## config.mk

```make
export PLATFORM = sky130hd
export DESIGN_NAME = alusrc_sel_pipe
export DESIGN_NICKNAME = d
export VERILOG_FILES = /design/src/rtl/alusrc_sel_pipe.sv
export SDC_FILE = /design/constraint.sdc
export NUM_CORES = 1
export LEC_CHECK = 0
export CAP_MARGIN = 10
export CORE_ASPECT_RATIO = 0.75
export CORE_MARGIN = 2
export CORE_UTILIZATION = 25
export DETAILED_ROUTE_END_ITERATION = 10
export PLACE_DENSITY_LB_ADDON = 0.05
export REMOVE_ABC_BUFFERS = 1
export SLEW_MARGIN = 20
export SYNTH_ARGS = -nofsm -noshare
export SYNTH_HDL_FRONTEND = slang
export SYNTH_SLANG_ARGS = --single-unit
```

## constraint.sdc

```tcl
create_clock -name clk -period 2.16 [get_ports clk]
set_input_delay 0.216 -clock clk [delete_from_list [all_inputs] [get_ports clk]]
set_output_delay 0.216 -clock clk [all_outputs]
set_load 0.01 [all_outputs]
```

## src/rtl/alusrc_sel_pipe.sv

```systemverilog
// Registered ALU operand-B source select followed by a DEPTH-entry valid/ready FIFO.
// Optional ALUSRC_SEXT_EN: EXT mode sign-extends to_ext instead of zero-extending.
module alusrc_sel_pipe #(
    parameter int DATA_W = 8,
    parameter int IMM_W  = 4,
    parameter int INC_W  = 3,
    parameter int DEPTH  = 2
) (
    input  logic                       clk,
    input  logic                       rst_n,
    input  logic                       in_valid,
    output logic                       in_ready,
    input  logic [1:0]                 alu_src,
    input  logic [DATA_W-1:0]          read0,
    input  logic [DATA_W-1:0]          read1,
    input  logic [IMM_W-1:0]           to_ext,
    input  logic [INC_W-1:0]           to_inc,
    output logic                       out_valid,
    input  logic                       out_ready,
    output logic [DATA_W-1:0]          sel_o,
    output logic [$clog2(DEPTH):0]     count_o
);

    localparam int ADDR_W = $clog2(DEPTH);
    localparam int CNT_W  = ADDR_W + 1;
    localparam logic [CNT_W-1:0] FULL_CNT = CNT_W'(DEPTH);

    localparam logic [1:0] SRC_INC  = 2'b00;
    localparam logic [1:0] SRC_EXT  = 2'b01;
    localparam logic [1:0] SRC_REG0 = 2'b10;
    localparam logic [1:0] SRC_REG1 = 2'b11;

    logic [DATA_W-1:0] mem_q [DEPTH];
    logic [ADDR_W-1:0] wr_ptr_q, wr_ptr_d;
    logic [ADDR_W-1:0] rd_ptr_q, rd_ptr_d;
    logic [CNT_W-1:0]  count_q, count_d;
    logic [DATA_W-1:0] last_q, last_d;
    logic [DATA_W-1:0] ext_val;
    logic [DATA_W-1:0] sel_val;
    logic              push;
    logic              pop;

`ifdef ALUSRC_SEXT_EN
    assign ext_val = DATA_W'($signed(to_ext));
`else
    assign ext_val = DATA_W'(to_ext);
`endif

    always_comb begin
        sel_val = '0;
        case (alu_src)
            SRC_INC:  sel_val = DATA_W'(to_inc) + DATA_W'(1);
            SRC_EXT:  sel_val = ext_val;
            SRC_REG0: sel_val = read0;
            SRC_REG1: sel_val = read1;
            default:  sel_val = '0;
        endcase
    end

    assign in_ready  = (count_q != FULL_CNT);
    assign out_valid = (count_q != '0);
    assign push      = in_valid && in_ready;
    assign pop       = out_valid && out_ready;

    // When empty, present the most recently popped operand (0 after reset).
    assign sel_o   = out_valid ? mem_q[rd_ptr_q] : last_q;
    assign count_o = count_q;

    always_comb begin
        wr_ptr_d = wr_ptr_q;
        rd_ptr_d = rd_ptr_q;
        count_d  = count_q;
        last_d   = last_q;
        if (push) begin
            wr_ptr_d = wr_ptr_q + ADDR_W'(1);
        end
        if (pop) begin
            rd_ptr_d = rd_ptr_q + ADDR_W'(1);
            last_d   = mem_q[rd_ptr_q];
        end
        case ({push, pop})
            2'b10:   count_d = count_q + CNT_W'(1);
            2'b01:   count_d = count_q - CNT_W'(1);
            default: count_d = count_q;
        endcase
    end

    always_ff @(posedge clk or negedge rst_n) begin
        if (!rst_n) begin
            wr_ptr_q <= '0;
            rd_ptr_q <= '0;
            count_q  <= '0;
            last_q   <= '0;
        end else begin
            wr_ptr_q <= wr_ptr_d;
            rd_ptr_q <= rd_ptr_d;
            count_q  <= count_d;
            last_q   <= last_d;
        end
    end

    // Storage needs no reset: it is only visible through sel_o while count_q != 0.
    always_ff @(posedge clk) begin
        if (push) begin
            mem_q[wr_ptr_q] <= sel_val;
        end
    end

endmodule
```

==> out/results.txt, run 1 <==
Outcome: completed
Cell Area, Synth: 1328 µm²
Worst path bufs/invs: 1
Routed wire length: 2808 µm
Final Max Slew Viols: 0
Global routing usage on met3: 3.346%
Post-CTS Setup Repair Bufs: 0
CP peak stage delay: 0.55 ns
Initial Util: 26.50%
Antenna violations before repair: 0
Largest family of logic cells by synthesized area: multiplexers
Row Count: 22
CTS sink cnt: 28
Data required, critical path: 1.94 ns
# nets final: 178
Worst-Skew Late Latency: 0.26 ns
Clock buffer depth: 2
GPL Wtd Cong: 0.6845
Via count: 894
Critical-path cell list: or2_4 -> a21oi_1 -> clkdlybuf4s50_1
DR iter-0 viols: 17
Adder-Cell Fraction of Synth Area: 1.885%
Crit. End Element: output pin
Gr usage total: 10.44%
CP startpoint kind: register
CTS Root Cell: clkbuf_8
Vias per cell: 4.101
Max-cap violations: 0
Area grow syn2layout: 39.40%
Hold Buf Count CTS: 0
Dpl hpwl: 2148 µm
Final Cycle Share: 92.54%
Cell family with most CP delay: buffers and inverters
Clock H-tree levels: 1
Post-DP Area: 1803 µm²
P_sw: 0.7440 mW
Layout cell share with drive strength beyond 1: 8.219%
Pwr per Cell Area: 1190 nW/µm²
Static leakage: 0.7300 nW
Combinational group share of total power: 48.1%
#FFs+latches synth: 28
Slowest cell on crit path: clkdlybuf4s50_1
Routed Antenna Nets: 0
First-pass GRT wire length: 4519 µm
Synth warnings: 0
CTS tree: done
Simple-gate share of the synthesized area: 9.142%
RSZ-0062 raised after global routing: no
Critical Path AT: 1.78 ns
Internal: 1.458 mW
Sw Ratio: 33.78%
Synth Area per Inst: 12.76 µm²
Post-synthesis xor/xnor area fraction: 3.959%
Port Buffer Count: 40
Hold Crit Class: input pin to asynchronous set/reset pin
Clk pin slew, worst setup/hold paths: 0.09 ns
Routed wire length per instance: 12.88 µm
Crit Path Max Fanout: 17
Clock group share of total power: 12.8%
Pin count of the biggest net entering global routing: 18
Ports: 41
Core area: 5010 µm²
Finish-stage setup viols: 0
Commonest non-fill, non-tap cells in the layout: 40 x clkdlybuf4s50_1, 16 x edfxtp_1, 12 x mux2i_1, 12 x dfrtp_1, 10 x nor2_1
Antenna diode count: 0
Fillcell total: 506
Seq/Total Area, Yosys: 58.81%
Max-slew headroom: 60.90%
Post-synthesis compound-gate area fraction: 6.409%
Commonest non-fill, non-tap cell in the layout: clkdlybuf4s50_1
Die area: 5915 µm²
Final Instance Area: 1851 µm²
WS Path Type: register to output pin
WHS: 0.3146 ns
Met2 usage: 17.33%
Fin crit period: 1.999 ns
Share of power burned in registers: 39.1%
Gr busiest metal: met2
Proportion of synthesized area in mux cells: 15.83%
Drt pass-1 iters: 4
Vert. Die Dim: 67.11 µm
FMAX: 500.3 MHz
Number of global-route vias before repair: 969
Number of CTS-inserted buffers: 3
Post-Syn Instances: 104
Skew final: 0.001256 ns
Grt ovf: 0
Die Wd: 88.15 µm
DRC errors left: 0
Fin Setup TNS: 0 ns
Slew @ Worst Pin: 0.5846 ns
Pwr Total: 2.202 mW
Final Hold Vio Count: 0
Max IR drop VDD: 0.2729 mV
GRT met1 Usage: 13.44%
Post-synthesis cell type count: 21
## synthesized netlist by cell type (all sizes together)
cell | number | share of area, %
a21oi | 8 | 3.0
and3 | 2 | 0.94
buf | 5 | 3.0
clkbuf | 1 | 0.38
dfrtp | 12 | 23
edfxtp | 16 | 36
ha | 2 | 1.9
inv | 2 | 0.57
mux2i | 12 | 9.0
mux4 | 4 | 6.8
nand2 | 9 | 2.5
nand2b | 1 | 0.47
nor2 | 10 | 2.8
nor2b | 4 | 1.9
o21ai | 9 | 3.4
or2 | 1 | 0.47
xnor2 | 4 | 2.6
xor2 | 2 | 1.3
## cell families (layout without fill, tap and decap cells)
kind of cell,count (synthesis),in the layout
AO/OA/AOI/OAI,17,17
multiplexers,16,16
XOR/XNOR,6,6
AND/OR/NAND/NOR,27,27
flip-flops,28,28
adder cells (fa/ha/maj),2,2
buffers and inverters,8,50
## final cells by class
class                   instances  area [µm²]  area share [%]
flip-flops and latches         28       780.7           42.19
multi-input cells              68       496.7           26.84
repair buffers                 44       430.4           23.26
well taps                      72       90.09           4.868
clock buffers                   4       45.04           2.434
inverters                       2       7.507          0.4057
## stage by stage
step	worst slack [ns]	instances	util [%]
floorplan	0.3345	98	-
global placement	0.2980	214	35.99
detailed placement	0.1990	214	35.99
CTS	0.01183	218	36.89
global route	0.06629	218	36.94
finish	0.1612	218	36.94
## registers in the layout, summed over array words and instances (netlist names)
register and cells:
count_o 2, last_q 8, mem_q 16, rd_ptr_q 1
wr_ptr_q 1
## path summary, 6_finish.rpt
path / slack [ns] / to / startpoint / depth (start not counted)
worst max register to register: 0.66 / count_o[1] / count_o[0] / 6
worst max-delay path: 0.16 / sel_o[2] / count_o[0] / 3
worst min-delay path: 0.31 / count_o[1] / rst_n / 1
worst min register to register: 0.49 / last_q[6] / last_q[6] / 2
max in group asynchronous: 1.47 / last_q[4] / rst_n / 1
min in group clk: 0.49 / last_q[6] / last_q[6] / 2
## layer usage
| metal | vias up | part of all wire [%] |
|---|---|---|
| met4 | 0 | 0.53 |
| met2 | 23 | 47 |
| met1 | 420 | 49 |
| met3 | 2 | 4.1 |
| li1 | 449 | - |
| met5 | - | 0 |
## power by group through the flow
stage | Combinational, mW | Sequential (mW) | Clock, mW
finish | 1.06 | 0.861 | 0.281
global route | 1.17 | 0.885 | 0.322
CTS | 1.07 | 0.862 | 0.295
detailed placement | 1.07 | 0.875 | 0
global placement | 1.05 | 0.864 | 0
floorplan | 0.503 | 0.891 | 0
## repair_timing
item | 4_1_cts | 5_1_grt
resized for setup | 1 | 1
endpoints found under the setup margin | 8 | 8
pin swaps | 0 | 0
gates cloned | 0 | 0
Note: power is estimated with default switching activity, not from simulation.
==> inputs of run 2 (changes only) <==
--- a/config.mk
+++ b/config.mk
@@ -6,8 +6,8 @@
 export NUM_CORES = 1
 export LEC_CHECK = 0
-export CAP_MARGIN = 10
 export CORE_ASPECT_RATIO = 0.75
 export CORE_MARGIN = 2
 export CORE_UTILIZATION = 25
+export CTS_CLUSTER_DIAMETER = 150
 export DETAILED_ROUTE_END_ITERATION = 10
 export PLACE_DENSITY_LB_ADDON = 0.05
==> constraint.sdc (replaced) <==
create_clock -name clk -period 2.16 [get_ports clk]
set_input_delay 0.216 -clock clk [delete_from_list [all_inputs] [get_ports clk]]
set_output_delay 0.216 -clock clk [all_outputs]
set_load 0.005 [all_outputs]
==> out/results.txt, run 2 (same netlist as run 1, synthesis figures left out) <==
Outcome: completed
Routed wire length: 2703 µm (-3.7%)
Number of global-route vias before repair: 933 (-3.7%)
Grt ovf: 0 (unchanged)
Max IR drop VDD: 0.3100 mV (+14%)
Total area of sequential cells: 782.0 µm² (+0.16%)
Max-slew headroom: 61.85% (+0.95 points)
WS Path Type: register to output pin
Data required, critical path: 1.94 ns (about the same)
Worst-Skew Late Latency: 0.27 ns (about the same)
Commonest non-fill, non-tap cell in the layout: clkdlybuf4s50_1
Final Max Slew Viols: 0 (unchanged)
Initial Util: 26.50% (unchanged)
Layout cell share with drive strength beyond 1: 8.276% (+0.057 points)
Core area: 5010 µm² (unchanged)
Fillcell total: 508 (+0.40%)
Fin crit period: 2.085 ns (+0.08592 ns)
Clock buffer depth: 2 (unchanged)
CTS Root Cell: clkbuf_8
Commonest non-fill, non-tap cells in the layout: 40 x clkdlybuf4s50_1, 16 x edfxtp_1, 12 x mux2i_1
Die Wd: 88.15 µm (unchanged)
First-pass GRT wire length: 4422 µm (-2.1%)
RSZ-0062 raised after global routing: no
Fin Setup TNS: 0 ns (unchanged)
Dpl hpwl: 2163 µm (+0.71%)
Port Buffer Count: 40 (unchanged)
Number of CTS-inserted buffers: 3 (unchanged)
Final Hold Vio Count: 0 (unchanged)
Clk pin slew, worst setup/hold paths: 0.09 ns (about the same)
Layout Cells excl Fill: 217 (-0.46%)
Via count: 896 (+0.22%)
Placed insts: 213 (-0.47%)
Vert. Die Dim: 67.11 µm (unchanged)
Final Cycle Share: 96.51% (+4.0 points)
Largest Register: mem_q
Gr usage total: 10.13% (-0.31 points)
Vias per cell: 4.129 (+0.69%)
GPL Wtd Cong: 0.6835 (-0.15%)
CP startpoint kind: register
Routed Antenna Nets: 0 (unchanged)
DRC errors left: 0 (unchanged)
Largest register FFs: 16 (unchanged)
Crit. End Element: output pin
DR iter-0 viols: 43 (+26)
Pwr Total: 2.108 mW (-4.3%)
Max-cap violations: 0 (unchanged)
Hold Crit Class: input pin to asynchronous set/reset pin
Antenna diode count: 0 (unchanged)
Crit Path Max Fanout: 17 (unchanged)
Area grow syn2layout: 38.74%
Finish-stage setup viols: 0 (unchanged)
Final core occ: 36.76% (-0.17 points)
Skew final: 0.004887 ns (+0.003631 ns)
Row Count: 22 (unchanged)
Pwr per Cell Area: 1145 nW/µm² (-3.8%)
Post-CTS Setup Repair Bufs: 0 (unchanged)
Clock H-tree levels: 1 (unchanged)
WHS: 0.3070 ns (-0.007605 ns)
Routed wire length per instance: 12.46 µm (-3.3%)
Pin count of the biggest net entering global routing: 18 (unchanged)
Slew @ Worst Pin: 0.5704 ns (-0.01421 ns)
Critical Path AT: 1.87 ns (+0.09 ns)
Antenna violations before repair: 0 (unchanged)
Static leakage: 0.7233 nW (-0.92%)
# nets final: 177 (-0.56%)
Multi-input logic area: 494.2 µm² (-0.50%)
Die area: 5915 µm² (unchanged)
Drt pass-1 iters: 4 (unchanged)
FMAX: 479.7 MHz (-4.1%)
CTS sink cnt: 28 (unchanged)
Ports: 41 (unchanged)
CTS tree: done
Hold Buf Count CTS: 0 (unchanged)
-- run 2: cell count changes in the layout (fill, tap and decap cells not counted), sizes merged --
cell  delta
buf      -1
-- run 2: path summary, 6_finish.rpt --
check                             end  slack [ns]       start  depth (start not counted)
setup / recovery             sel_o[0]        0.08  count_o[1]                          3
hold / removal             count_o[0]        0.31       rst_n                          1
setup reg to reg           count_o[1]        0.67  count_o[0]                          5
hold reg to reg             last_q[2]        0.49   last_q[2]                          2
max in group asynchronous    rd_ptr_q        1.44       rst_n                          1
min in group clk            last_q[2]        0.49   last_q[2]                          2
-- run 2: layer usage --
metal,vias up,global-route usage (%),routed length (µm)
li1,452,-,-
met1,419,12.85,1268
met2,25,17.05,1305
met3,0,3.346,129
met4,0,2.083,0
met5,-,0,0
-- run 2: stage by stage --
stage               instance area [µm²]  worst slack [ns]
global placement                   1795            0.3269
finish                             1842           0.07530
detailed placement                 1795            0.2726
global route                       1842         0.0007219
CTS                                1841           0.03774
floorplan                          1282            0.3631
-- run 2: area by class of cell --
class / count / share of cell area (%)
multi-input cells: 68 / 26.83
clock buffers: 4 / 2.446
well taps: 72 / 4.891
inverters: 2 / 0.4076
repair buffers: 43 / 22.96
flip-flops and latches: 28 / 42.46
-- run 2: timing repair --
item | 4_1_cts | 5_1_grt
resized for setup | 1 | 1
setup endpoints to repair | 8 | 2
pin swaps | 0 | 0
-- run 2: power breakdown --
part / internal [mW] / switching (mW) / leakage [nW]
Combinational: 0.536 / 0.394 / 0.406
Sequential: 0.770 / 0.131 / 0.295
Clock: 0.132 / 0.145 / 0.0228
-- run 2: worst max-delay path: stages, from the launching register on --
cell             delay [ns]
dfrtp_1                0.44
or2_2                  0.46
a21oi_1                0.19
clkdlybuf4s50_1        0.52
